<file path="config.mk">
export PLATFORM = sky130hd
export DESIGN_NAME = dual_input_debouncer
export DESIGN_NICKNAME = d
export VERILOG_FILES = /design/src/rtl/dual_input_debouncer.sv
export SDC_FILE = /design/constraint.sdc
export NUM_CORES = 1
export LEC_CHECK = 0
export ABC_AREA = 0
export CORE_ASPECT_RATIO = 0.8
export CORE_MARGIN = 2
export CORE_UTILIZATION = 54
export CTS_CLUSTER_SIZE = 16
export DETAILED_ROUTE_END_ITERATION = 6
export PLACE_DENSITY = 0.81
export SLEW_MARGIN = 15
export SYNTH_ARGS = -nofsm -noshare
export SYNTH_HDL_FRONTEND = slang
export SYNTH_SLANG_ARGS = --single-unit
</file>
<file path="constraint.sdc">
create_clock -name clk -period 1.78 [get_ports clk]
set_input_delay 0.445 -clock clk [delete_from_list [all_inputs] [get_ports clk]]
set_output_delay 0.445 -clock clk [all_outputs]
set_load 0.02 [all_outputs]
</file>
<file path="src/rtl/dual_input_debouncer.sv">
// Two-channel synchronise-and-debounce front end driving the gate's a/b inputs.
// Define DEBOUNCE_HOLD_EN to add a post-change HOLD lockout to each channel.

module dual_input_debouncer_chan #(
    parameter int unsigned DEBOUNCE_CYCLES = 4,
    parameter int unsigned CNT_W           = 16
) (
    input  logic clk,
    input  logic rst_n,
    input  logic raw,
    output logic level,
    output logic rise
);

`ifdef DEBOUNCE_HOLD_EN
    typedef enum logic [2:0] {
        STABLE_LOW  = 3'd0,
        WAIT_HIGH   = 3'd1,
        STABLE_HIGH = 3'd2,
        WAIT_LOW    = 3'd3,
        HOLD_HIGH   = 3'd4,
        HOLD_LOW    = 3'd5
    } state_e;
    localparam state_e ENTER_HIGH = HOLD_HIGH;
    localparam state_e ENTER_LOW  = HOLD_LOW;
    localparam logic [CNT_W-1:0] HOLD_LAST = CNT_W'(DEBOUNCE_CYCLES);
`else
    typedef enum logic [2:0] {
        STABLE_LOW  = 3'd0,
        WAIT_HIGH   = 3'd1,
        STABLE_HIGH = 3'd2,
        WAIT_LOW    = 3'd3
    } state_e;
    localparam state_e ENTER_HIGH = STABLE_HIGH;
    localparam state_e ENTER_LOW  = STABLE_LOW;
`endif

    localparam logic [CNT_W-1:0] CNT_LAST  = CNT_W'(DEBOUNCE_CYCLES - 1);
    localparam logic [CNT_W-1:0] CNT_ONE   = CNT_W'(1);
    localparam bit               SKIP_WAIT = (DEBOUNCE_CYCLES == 1);

    logic             s1_q, s1_d;
    logic             s2_q, s2_d;
    state_e           state_q, state_d;
    logic [CNT_W-1:0] cnt_q, cnt_d, cnt_inc;
    logic             out_q, out_d;
    logic             rise_q, rise_d;

    always_ff @(posedge clk or negedge rst_n) begin
        if (!rst_n) begin
            s1_q    <= 1'b0;
            s2_q    <= 1'b0;
            state_q <= STABLE_LOW;
            cnt_q   <= '0;
            out_q   <= 1'b0;
            rise_q  <= 1'b0;
        end else begin
            s1_q    <= s1_d;
            s2_q    <= s2_d;
            state_q <= state_d;
            cnt_q   <= cnt_d;
            out_q   <= out_d;
            rise_q  <= rise_d;
        end
    end

    always_comb begin
        s1_d    = raw;
        s2_d    = s1_q;
        cnt_inc = (cnt_q == '1) ? cnt_q : cnt_q + CNT_ONE;
    end

    always_comb begin
        state_d = state_q;
        cnt_d   = cnt_q;
        out_d   = out_q;
        case (state_q)
            STABLE_LOW: begin
                out_d = 1'b0;
                cnt_d = '0;
                if (s2_q) begin
                    if (SKIP_WAIT) begin
                        state_d = ENTER_HIGH;
                        out_d   = 1'b1;
                    end else begin
                        state_d = WAIT_HIGH;
                        cnt_d   = CNT_ONE;
                    end
                end
            end
            WAIT_HIGH: begin
                out_d = 1'b0;
                if (!s2_q) begin
                    state_d = STABLE_LOW;
                    cnt_d   = '0;
                end else if (cnt_q == CNT_LAST) begin
                    state_d = ENTER_HIGH;
                    out_d   = 1'b1;
                    cnt_d   = '0;
                end else begin
                    cnt_d = cnt_inc;
                end
            end
            STABLE_HIGH: begin
                out_d = 1'b1;
                cnt_d = '0;
                if (!s2_q) begin
                    if (SKIP_WAIT) begin
                        state_d = ENTER_LOW;
                        out_d   = 1'b0;
                    end else begin
                        state_d = WAIT_LOW;
                        cnt_d   = CNT_ONE;
                    end
                end
            end
            WAIT_LOW: begin
                out_d = 1'b1;
                if (s2_q) begin
                    state_d = STABLE_HIGH;
                    cnt_d   = '0;
                end else if (cnt_q == CNT_LAST) begin
                    state_d = ENTER_LOW;
                    out_d   = 1'b0;
                    cnt_d   = '0;
                end else begin
                    cnt_d = cnt_inc;
                end
            end
`ifdef DEBOUNCE_HOLD_EN
            // Exit from HOLD enters WAIT with zero progress so a reversal needs a full fresh window.
            HOLD_HIGH: begin
                out_d = 1'b1;
                if (cnt_q == HOLD_LAST) begin
                    cnt_d   = '0;
                    state_d = s2_q ? STABLE_HIGH : WAIT_LOW;
                end else begin
                    cnt_d = cnt_inc;
                end
            end
            HOLD_LOW: begin
                out_d = 1'b0;
                if (cnt_q == HOLD_LAST) begin
                    cnt_d   = '0;
                    state_d = s2_q ? WAIT_HIGH : STABLE_LOW;
                end else begin
                    cnt_d = cnt_inc;
                end
            end
`endif
            default: begin
                state_d = STABLE_LOW;
                cnt_d   = '0;
                out_d   = 1'b0;
            end
        endcase
        rise_d = out_d & ~out_q;
    end

    assign level = out_q;
    assign rise  = rise_q;

endmodule

module dual_input_debouncer #(
    parameter int unsigned DEBOUNCE_CYCLES = 4,
    parameter int unsigned CNT_W           = 16
) (
    input  logic clk,
    input  logic rst_n,
    input  logic raw_a,
    input  logic raw_b,
    output logic a,
    output logic b,
    output logic a_rise,
    output logic b_rise
);

    dual_input_debouncer_chan #(
        .DEBOUNCE_CYCLES(DEBOUNCE_CYCLES),
        .CNT_W          (CNT_W)
    ) u_chan_a (
        .clk  (clk),
        .rst_n(rst_n),
        .raw  (raw_a),
        .level(a),
        .rise (a_rise)
    );

    dual_input_debouncer_chan #(
        .DEBOUNCE_CYCLES(DEBOUNCE_CYCLES),
        .CNT_W          (CNT_W)
    ) u_chan_b (
        .clk  (clk),
        .rst_n(rst_n),
        .raw  (raw_b),
        .level(b),
        .rise (b_rise)
    );

endmodule

</file>
; Word level (Yosys, flattened, before mapping)
; Cells that the tools add are included.
; W data, S select, Z words.
[totals]
word_cells = 78
in_bits = 4
register_bits = 46
[op_classes]
n_reduce_logical = 4
n_mux = 38
eq_ne = 18
addsub = 2
bitwise = 4
[ops]
columns = operator, count
row1 = $mux W16, 8
row2 = $pmux W16 S4, 2
row3 = $mux W3, 12
row4 = $add A16 B1 Y16 const B, 2
row5 = $eq A16 B16 Y1 const B, 2
row6 = $eq A16 B2 Y1 const B, 2
row7 = $pmux W3 S4, 2
row8 = $eq A3 B2 Y1 const B, 4
row9 = $mux W1, 12
row10 = $reduce_and A4 Y1, 2
row11 = $eq A3 B1 Y1 const B, 2
row12 = $logic_not A3 Y1, 2
row13 = $ne A3 B1 Y1 const B, 2
row14 = $ne A3 B3 Y1 const B, 2
row15 = $pmux W1 S3, 2
row16 = $ne A2 B1 Y1 const B, 2
row17 = $ne A2 B2 Y1 const B, 2
row18 = $and A1 B1 Y1, 2
row19 = $not A1 Y1, 2

; Depth between registers and ports, before layout
; Gate-level depths: netlist of run 1.
[logic_depth]
word_depth = 5
ltp_mapped = 6
mapped_depth_nobuf = 5

; Cells and area by module
; A second synthesis of run 1 with hierarchy kept.
[hier_totals]
cells_unflattened = 228
hier_area_um2 = 2349.8
[by_module_without_submodules]
columns = mod, cells_each, area_each_um2, instances, seq_area_each_um2
row1 = dual_input_debouncer_chan, 114, 1174.9, 2, 550.5

; Least setup slack after synthesis of run 1
; OpenSTA, ideal clock, no wires.
[synth_timing]
path_kind = register -> register
from = register u_chan_b.cnt_q[0]
to = register u_chan_b.cnt_q[0]
arrival_time_ns = 1.714
period_less_slack_ns = 1.851
setup_time_ns = 0.137
stages_incl_launch_ff = 7
setup_slack_ns = -0.071
path_cell_list = dfrtp_1 > ha_1 > inv_1 > or4_1 > buf_2 > o311ai_0 > o22ai_1
[synth_between]
elab_chain_len = 5
elab_cells_between_ends = 8
classes_between = 1 x add/sub / 2 x eq/ne / 5 x mux
[synth_rtl]
columns = item, line_no
row1 = "start, declared", 45  ; logic [CNT_W-1:0] cnt_q, cnt_d, cnt_inc;
row2 = "start signal, assigned", 61  ; cnt_q <= cnt_d;
row3 = $add A16 B1 Y16 / $eq A16 B16 Y1 (equally long branches), 70  ; cnt_inc = (cnt_q == '1) ? cnt_q : cnt_q + CNT_ONE;
row4 = $mux W16, 70
row5 = $mux W16 *, "96, 122"
row6 = "$mux W16, on equally long branches", "119, 93"
row7 = $pmux W16 S4 *, 77  ; case (state_q)
row8 = named net u_chan_b.cnt_d[0], 45
; The timed path passes the listed nets; every way through them passes the cells marked *.
; A chain may end at the register's enable or synchronous reset.

; Final worst setup path of run 1
[layout_timing]
from = register u_chan_a.cnt_q[5]
to = register u_chan_a.rise_q (netlist: u_chan_a.rise)
[layout_between]
elab_chain_len = 5
elab_cells_between_ends = 7
classes_between = 1 x eq/ne / 5 x mux / 1 x bitwise
[layout_rtl]
columns = item, line_no
row1 = "start, declared", 45
row2 = "start signal, assigned", 61
row3 = $eq A16 B2 Y1 *, "96, 122"
row4 = "$mux W1, on equally long branches", "122, 96"
row5 = "$mux W1, on equally long branches", "119, 93"
row6 = $pmux W1 S3 *, 77
row7 = $and A1 B1 Y1 *, 157  ; rise_d = out_d & ~out_q;
row8 = named net u_chan_a.rise_d, 47  ; logic rise_q, rise_d;
row9 = "end signal, assigned", 63  ; rise_q <= rise_d;
row10 = "end, declared", 47
; Marks and branches as above.

==> flow_summary.toml, run 1 <==
[logic_synthesis]
syn_area_um2 = 2240
postSynthCellCount = 230
yosysTopAreaCell = "dfrtp_1"
synth_top_area_share_pct = 49.2
postSynthAreaPerCell_um2 = 9.73
async_reset_ff_share_pct = 100
syn_nets = 236
yosys_warnings = 0
ys_types = 42
synth_seq_cells = 44
synth-edff-count = 0
yosysSeqAreaShare_pct = 49.2
synth_top_flop_cell = "dfrtp_1"
synthTopCellsByArea = "dfrtp_1, a21oi_1, nand4_1"

[global_route]
grt_overflow_total = 0
grt_max_degree = 27
grt.total_usage_pct = 24.2
antenna_found_initial = 0
grt_pass1_vias = 1802
grt_pass1_wl_um = 8780

[placement]
place_congestion = 0.861
port_buffers = 7
placed_area_um2 = 2630
place_hpwl_um = 3690
dp.cells = 319
pre_cts_slack_ns = -0.00720

[floorplan]
core_area_um2 = 3880
start_util_pct = 57.7
die_w_um = 76.0
dieArea_um2 = 4680
die_h_um = 61.6
rows = 20
io-pin-count = 8

[power]
irDropWorstVdd_mv = 1.01
power_frac_seq_pct = 41.9
swShare_pct = 33.0
combinationalPowerShare_pct = 31.3
power_mw = 2.94
leakage_nw = 1.15
p_sw_uw = 970
clkPwrFrac_pct = 26.8
p_int_mw = 1.97
powerDensity_nw_per_um2 = 1020

[detailed_routing]
dr.pass1.iters = 5
top_layer_used = "met4"
wl_per_cell_um = 16.3
routed_via_density = 6.19
drt-initial-drc-count = 147
wl_met1_um = 2650
drtAntennaViolNets = 0
met3WireLength_um = 284
dr_total_vias = 2044
drt-total-wl_um = 5380
wl_met2_um = 2400
drcViolationCount = 0

[critical_path]
max_stage_delay_ns = 0.43
cp_max_fo = 5
worst_ep_arrival_time_ns = 1.97
end_kind = "flip-flop"
cp_cell_sequence = "buf_4 > nor3_1 > nand4_1 > or3_1 > a21oi_1"
crit_required_ns = 2.01
cpMaxStageDelayCell = "dfrtp_1"
start_kind = "flip-flop"
crit_type = "flip-flop to flip-flop"

[layout]
drive_gt1_share_pct = 28.4
final_core_util_pct = 74.1
nets = 280
diodes = 0
final_area_um2 = 2880
area_growth_pct = 28.5
fin_cells = 330
fillers = 247

[clock_network]
cts.sinks = 44
worstSkewPairLatency_ns = 0.30
numCtsBuffers = 5
cts_max_path_buffers = 2
cts_tree = "done"
h-tree-depth = 2
cts_root_buf = "clkbuf_8"
cts.clk_slew.worst_paths_ns = 0.09

[timing]
hold_viol_final = 0
worst_pin_slew_ns = 0.468
setup_slack_ns = 0.0401
slew_viol_final = 0
maxSlewHeadroom_pct = 68.8
min_period_ns = 1.74
clock.fmax_mhz = 575
grt_setup_unrepaired = "true"
setup_viol = 0
fin_skew_ns = 0.00517
post-route-period-util_pct = 97.7
tns_ns = 0
whs_ns = 0.0906

[status]
outcome = "finished clean"

[hold_path]
hold_path_class = "primary input to asynchronous set/reset pin"

[job]
drv_cap = 0
power groups by stage:
stage                     Clock, mW  Combinational [mW]  Sequential, mW
final                         0.789               0.922            1.23
after global routing          0.848                1.00            1.24
after detailed placement          0               0.844            1.25
after global placement            0               0.819            1.24
after floorplan                   0               0.383            1.29
after CTS                     0.795               0.864            1.23
final cells by class:
class | instances | area (um2) | share of cell area, %
clock buffer | 5 | 68.8 | 2.39
clock inverter | 3 | 47.5 | 1.65
inverter | 13 | 48.8 | 1.70
multi-input combinational | 166 | 1170 | 40.7
sequential | 44 | 1110 | 38.7
tap | 55 | 68.8 | 2.39
timing repair buffer | 44 | 358 | 12.4
flip-flops by register name, indices dropped and copies added, names as in the netlist, named ones only:
| signal | flops |
|---|---|
| u_chan_a.cnt_q | 16 |
| u_chan_b.s1_q | 1 |
| u_chan_a.rise | 1 |
| u_chan_a.s2_q | 1 |
| u_chan_a.s1_q | 1 |
| u_chan_a.level | 1 |
| u_chan_b.cnt_q | 16 |
| u_chan_a.state_q | 1 |
| u_chan_b.rise | 1 |
| u_chan_b.s2_q | 1 |
| u_chan_b.state_q | 1 |
| u_chan_b.level | 1 |
cells in the mapped netlist (3+ instances only):
master	number
nor3_1	12
nand2_1	16
nand3_1	9
o31ai_1	9
nor4_1	9
buf_2	3
a21oi_1	17
mux2i_1	3
inv_1	13
nor3b_1	4
xor2_1	3
or3_1	5
and4_1	3
nor2_1	12
clkbuf_1	3
nand4_1	11
o211ai_1	4
dfrtp_1	44
a211oi_1	3
or4_1	9
a31oi_1	7
o21ai_0	4
worst max-delay path: cells and delay by family, from the launching register on:
family	cells	cell delay [ns]
DFF	1	0.43
and+or+nand+nor	3	0.92
AOI/OAI and AO/OA	1	0.15
buffers and inverters	1	0.17
path summary, 6_finish.rpt:
path,startpoint,cells past startpoint,end,slack [ns]
worst min-delay path,rst_n,1,u_chan_b.cnt_q[7],0.09
worst max register to register,u_chan_a.cnt_q[5],5,u_chan_a.rise,0.04
min in group clk,u_chan_b.s1_q,0,u_chan_b.s2_q,0.36
max in group asynchronous,rst_n,2,u_chan_b.cnt_q[14],1.20
worst min register to register,u_chan_b.s1_q,0,u_chan_b.s2_q,0.36
worst max-delay path,u_chan_a.cnt_q[5],5,u_chan_a.rise,0.04
cell usage in the layout (no fill, tap or decap), types with 9 or more instances in the layout:
master,instances
inv_1,12
nor2_1,12
buf_4,36
o31ai_1,9
nand2_1,16
dfrtp_1,35
a21oi_1,15
nand4_1,11
dfrtp_2,9
nor3_1,11
cells by family after synthesis:
family,Yosys count,share of synthesized area (%)
xor+xnor,4,1.57
fa+ha+maj,2,1.12
flops,44,49.2
compound gates,53,15.3
simple gates,104,28.0
mux,3,1.34
buf+inv,20,3.52
what timing repair did:
item                                   CTS  global route
pin swaps                                0             9
buffers inserted                         0             3
hold buffers                             0             0
endpoints found under the hold margin    0             0
resized for setup                        6            24
setup endpoints to repair                6            22
metal layers:
| metal | GRT usage, % | vias to the layer above |
|---|---|---|
| li1 | - | 970 |
| met1 | 35.8 | 1000 |
| met2 | 36.1 | 68 |
| met3 | 5.28 | 6 |
| met4 | 7.79 | 0 |
| met5 | 0 | - |
No activity file was read; power rests on OpenSTA's default activity.
==> run 2, diff against run 1 <==
--- a/config.mk
+++ b/config.mk
@@ -8,11 +8,13 @@
 export ABC_AREA = 0
 export CORE_ASPECT_RATIO = 0.8
 export CORE_MARGIN = 2
-export CORE_UTILIZATION = 54
+export CORE_UTILIZATION = 65
 export CTS_CLUSTER_SIZE = 16
 export DETAILED_ROUTE_END_ITERATION = 6
-export PLACE_DENSITY = 0.81
+export DONT_BUFFER_PORTS = 1
+export PLACE_DENSITY = 0.87
 export SLEW_MARGIN = 15
 export SYNTH_ARGS = -nofsm -noshare
 export SYNTH_HDL_FRONTEND = slang
 export SYNTH_SLANG_ARGS = --single-unit
+export TNS_END_PERCENT = 20
==> constraint.sdc (replaced) <==
create_clock -name clk -period 2.23 [get_ports clk]
set_input_delay 0.5575 -clock clk [delete_from_list [all_inputs] [get_ports clk]]
set_output_delay 0.5575 -clock clk [all_outputs]
set_load 0.02 [all_outputs]
==> run 2 against run 1 <==
  * Wire length shrank 16%
  * Flip-flop and latch count is the same
  * Register-to-register slack gained 0.16 ns
  * Fmax shrank 14%
  * Clock skew grew 0.0023 ns
  * Hold slack gained 0.016 ns
  * Setup slack gained 0.16 ns
  * Core utilization shrank 1.6 points
  * Sequential share of layout area grew 6.6 points
  * Global-route usage grew 0.57 points
  * Count of clock-buffer cells in the layout grew 1
==> flow_summary.toml, run 2 (synthesized netlist as in run 1, its figures left out) <==
[critical_path]
cpMaxStageDelayCell = "or4_1"
cp_max_fo = 6
crit_family = "simple AND/OR/NAND/NOR gates"
crit_required_ns = 2.40
crit_buf_inv = 1
end_kind = "flip-flop"
reg2reg_setup_slack_ns = 0.20
cp_cell_sequence = "ha_1 > inv_1 > or4_1 > o311ai_0 > o22ai_1"
worst_ep_arrival_time_ns = 2.20
start_kind = "flip-flop"
crit_type = "flip-flop to flip-flop"
max_stage_delay_ns = 0.63

[layout]
nets = 241
final_core_util_pct = 72.6
diodes = 0
fin_cells = 278
area_growth_pct = 8.66
drive_gt1_share_pct = 7.20
fillers = 231
final_cell_mix = "dfrtp_1, a21oi_1, nand2_1"
final_common_cell = "dfrtp_1"
reg_top3 = "u_chan_a.cnt_q (16), u_chan_b.cnt_q (16)"

[timing]
hold_viol_final = 0
maxSlewHeadroom_pct = 69.9
fin_skew_ns = 0.00751
tns_ns = 0
grt_setup_unrepaired = "false"
min_period_ns = 2.03
setup_viol = 0
slew_viol_final = 0
post-route-period-util_pct = 91.0
clock.fmax_mhz = 493
worst_pin_slew_ns = 0.448

[clock_network]
cts.sinks = 44
cts.clk_slew.worst_paths_ns = 0.08
cts_hold_buffers = 1
cts_tree = "done"
numCtsBuffers = 5
ctsResizeCount = 0
worstSkewPairLatency_ns = 0.29
cts_root_buf = "clkbuf_8"
cts_max_path_buffers = 2
h-tree-depth = 2
post_cts_buffers = 0

[global_route]
antenna_found_initial = 0
grt_util_met2_pct = 36.0
grt_use_met1_pct = 38.3
grt_max_degree = 45
grt_overflow_total = 0
grt_pass1_wl_um = 7680
grt_pass1_vias = 1646
use_met3_pct = 4.67
top_usage_layer = "met1"
grt.total_usage_pct = 24.8

[floorplan]
dieArea_um2 = 3930
die_h_um = 56.5
io-pin-count = 8
start_util_pct = 66.8
core_area_um2 = 3350
rows = 19
die_w_um = 69.6

[placement]
dp.cells = 269
place_congestion = 0.854
port_buffers = 0
place_hpwl_um = 3050

[detailed_routing]
drt-total-wl_um = 4500
dr.pass1.iters = 4
wl_per_cell_um = 16.2
drtAntennaViolNets = 0
routed_via_density = 6.60
drt-initial-drc-count = 192
drcViolationCount = 0
dr_total_vias = 1834

[hold_path]
hold_path_class = "primary input to asynchronous set/reset pin"

[power]
powerDensity_nw_per_um2 = 852
leakage_nw = 0.946
irDropWorstVdd_mv = 0.838

[status]
outcome = "finished clean"

[job]
drv_cap = 0
## run 2: where the power goes
| group | switching (mW) | internal, mW | leakage, nW |
|---|---|---|---|
| clock network | 0.266 | 0.366 | 0.0614 |
| logic | 0.268 | 0.139 | 0.294 |
| registers | 0.129 | 0.904 | 0.590 |
| total | 0.663 | 1.41 | 0.946 |
## run 2: layout make-up
cell class	instances	area, um2	area share, %
Inverter	13	48.8	2.01
Clock buffer	6	82.6	3.40
Sequential cell	44	1100	45.3
Timing Repair Buffer	5	50.0	2.06
Multi-Input combinational cell	166	1060	43.5
Clock inverter	2	38.8	1.59
Tap cell	42	52.6	2.16
## run 2: worst reg2reg max path, stage by stage (launching register included)
cell	delay, ns
dfrtp_1	0.43
ha_1	0.26
inv_1	0.12
or4_1	0.63
o311ai_0	0.35
o22ai_1	0.11
## run 2: through the flow
step           hold slack (ns)  setup slack, ns  power (mW)  area (um2)
2_1_floorplan            0.262            0.379        1.32        2240
3_3_place_gp             0.262            0.293        1.41        2290
3_5_place_dp             0.262            0.220        1.43        2290
4_1_cts                  0.106            0.198        2.09        2430
5_1_grt                  0.107           0.0286        2.19        2430
6_report                 0.107            0.200        2.07        2430
## run 2: metal layers
metal	vias up	routed length [um]
met5	-	0
met4	0	35
met3	4	236
met2	56	1950
met1	874	2280
li1	900	-
## run 2: path summary, 6_finish.rpt
path                                   start                end  depth (start not counted)
setup reg to reg           u_chan_b.cnt_q[0]  u_chan_b.cnt_q[0]                          5
hold reg to reg                u_chan_b.s1_q      u_chan_b.s2_q                          0
max in group asynchronous              rst_n  u_chan_a.cnt_q[6]                          1
hold / removal                         rst_n      u_chan_b.rise                          1
min in group clk                       raw_a      u_chan_a.s1_q                          0
setup / recovery           u_chan_b.cnt_q[0]  u_chan_b.cnt_q[0]                          5
==> run 3, diff against run 2 <==
--- a/config.mk
+++ b/config.mk
@@ -5,7 +5,7 @@
 export SDC_FILE = /design/constraint.sdc
 export NUM_CORES = 1
 export LEC_CHECK = 0
-export ABC_AREA = 0
+export ABC_AREA = 1
 export CORE_ASPECT_RATIO = 0.8
 export CORE_MARGIN = 2
 export CORE_UTILIZATION = 65
@@ -13,6 +13,7 @@
 export DETAILED_ROUTE_END_ITERATION = 6
 export DONT_BUFFER_PORTS = 1
 export PLACE_DENSITY = 0.87
+export RECOVER_POWER = 50
 export SLEW_MARGIN = 15
 export SYNTH_ARGS = -nofsm -noshare
 export SYNTH_HDL_FRONTEND = slang
==> run 3 against run 2 <==
  * Sequential share of layout area shrank 3.6 points
  * Cell count grew 41%
  * Fmax grew 11%
  * Flip-flop and latch count is the same
  * Count of clock-buffer cells in the layout is the same
  * Area after synthesis grew 12%
  * Clock power grew 4.0%
  * Wire length grew 15%
  * Hold slack gained 0.16 ns
==> flow_summary.toml, run 3 <==
[logic_synthesis]
syn_area_um2 = 2500
yosysSeqAreaShare_pct = 44.0
synthTopCellsByArea = "dfrtp_1, nand2_1, nor2_1"
ys_types = 23
yosys_warnings = 0
synthTopCellsByCount = "nand2_1, nor2_1, dfrtp_1, nand3_1, inv_1"
async_reset_ff_share_pct = 100
synth_top_flop_cell = "dfrtp_1"
synth_top_area_share_pct = 44.0
yosys.area_share.simple_pct = 38.9
postSynthAreaPerCell_um2 = 7.28
synth_seq_cells = 44
synthAdderAreaFrac_pct = 1.00
synth_mux_area_share_pct = 0
yosysTopAreaCell = "dfrtp_1"
yosysMostFrequentCell = "nand2_1"
synth-edff-count = 0
synth_top_family_by_area = "simple AND/OR/NAND/NOR gates"
syn_nets = 350
synth_compound_area_share_pct = 7.10
postSynthCellCount = 344
synth_xor_area_share_pct = 0.700

[critical_path]
start_kind = "flip-flop"
worst_ep_arrival_time_ns = 2.02
crit_type = "flip-flop to flip-flop"
crit_required_ns = 2.43
cp_max_fo = 14
end_kind = "flip-flop"
reg2reg_setup_slack_ns = 0.41

[timing]
maxSlewHeadroom_pct = 28.4
grt_setup_unrepaired = "false"
post-route-period-util_pct = 81.7
tns_ns = 0
fin_skew_ns = 0.00828
setup_viol = 0
min_period_ns = 1.82
worst_pin_slew_ns = 1.07
clock.fmax_mhz = 549
slew_viol_final = 0
hold_viol_final = 0

[detailed_routing]
drtAntennaViolNets = 0
drt-total-wl_um = 5190
routed_via_density = 5.45
drcViolationCount = 0
drt-initial-drc-count = 208
dr_total_vias = 2136
wl_per_cell_um = 13.2
dr.pass1.iters = 4

[clock_network]
cts.clk_slew.worst_paths_ns = 0.09
numCtsBuffers = 5
ctsResizeCount = 0
cts_max_path_buffers = 2
cts.sinks = 44
cts_hold_buffers = 1
post_cts_buffers = 0
h-tree-depth = 2
worstSkewPairLatency_ns = 0.31
cts_root_buf = "clkbuf_8"
cts_tree = "done"

[floorplan]
rows = 20
die_w_um = 73.4
start_util_pct = 66.7
dieArea_um2 = 4370
io-pin-count = 8
die_h_um = 59.5
core_area_um2 = 3750

[global_route]
grt_max_degree = 45
grt_pass1_wl_um = 8690
grt_pass1_vias = 1926
grt_overflow_total = 0
grt.total_usage_pct = 26.7
antenna_found_initial = 0

[placement]
place_hpwl_um = 3580
placed_area_um2 = 2520
dp.cells = 383
port_buffers = 0
place_congestion = 0.911

[layout]
fillers = 297
final_cell_mix = "nand2_1, nor2_1, dfrtp_1"
fin_cells = 392
final_area_um2 = 2650
diodes = 0
reg_top3 = "u_chan_a.cnt_q (16), u_chan_b.cnt_q (16)"
nets = 353
final_common_cell = "nand2_1"
drive_gt1_share_pct = 8.33
final_core_util_pct = 70.5
area_growth_pct = 5.65

[job]
drv_cap = 0

[hold_path]
hold_path_class = "primary input to flip-flop"

[power]
powerDensity_nw_per_um2 = 816
leakage_nw = 1.22
irDropWorstVdd_mv = 0.568

[status]
outcome = "finished clean"
[run 3: report_power, final]
| part | internal (mW) | total (mW) | switching, mW | leakage [nW] |
|---|---|---|---|---|
| clock network | 0.366 | 0.657 | 0.291 | 0.0614 |
| registers | 0.907 | 1.03 | 0.125 | 0.590 |
| logic | 0.159 | 0.467 | 0.308 | 0.568 |
[run 3: cell families (layout without fill, tap and decap cells)]
logic type / count (synthesis) / after routing
and+or+nand+nor: 216 / 216
buffers and inverters: 49 / 53
adders and majority gates: 2 / 2
AOI/OAI and AO/OA: 31 / 31
xor gates and xnor gates: 2 / 2
DFF: 44 / 44
[run 3: path summary, 6_finish.rpt]
kind                              startpoint                 end  cells past startpoint
max in group asynchronous              rst_n   u_chan_a.cnt_q[3]                      1
min reg2reg                    u_chan_a.s1_q       u_chan_a.s2_q                      0
min                                    raw_b       u_chan_b.s1_q                      0
max reg2reg                u_chan_a.cnt_q[0]   u_chan_a.cnt_q[4]                      7
min in group asynchronous              rst_n  u_chan_b.cnt_q[13]                      1
max                        u_chan_a.cnt_q[0]   u_chan_a.cnt_q[4]                      7
[run 3: routing by layer]
layer	GRT usage (%)	share of wire, %
met1	39.2	49
met2	39.8	43
met3	7.82	6.1
met4	5.71	1.3
met5	0	0
[run 3: stage by stage]
step,total power [mW],setup slack (ns),hold slack (ns)
floorplan,1.42,0.833,0.262
global placement,1.48,0.555,0.263
detailed placement,1.50,0.452,0.262
CTS,2.17,0.433,0.0943
global route,2.28,0.248,0.251
finish,2.16,0.408,0.262
[run 3: area by class of cell]
cell class / count / area [um2] / share of cell area (%)
repair buffers: 2 / 12.5 / 0.473
clock inverters: 2 / 38.8 / 1.47
flip-flops and latches: 44 / 1100 / 41.6
inverters: 43 / 161 / 6.10
multi-input cells: 251 / 1190 / 45.1
well taps: 44 / 55.1 / 2.08
clock buffers: 6 / 82.6 / 3.12
[run 3: critical path, cell delays in order, from the launching register on]
cell and delay (ns):
dfrtp_1 0.39, ha_1 0.25, nand2_1 0.15, nor2_4 0.15
nand4_1 0.29, buf_4 0.30, a21oi_1 0.14, nor2_1 0.06
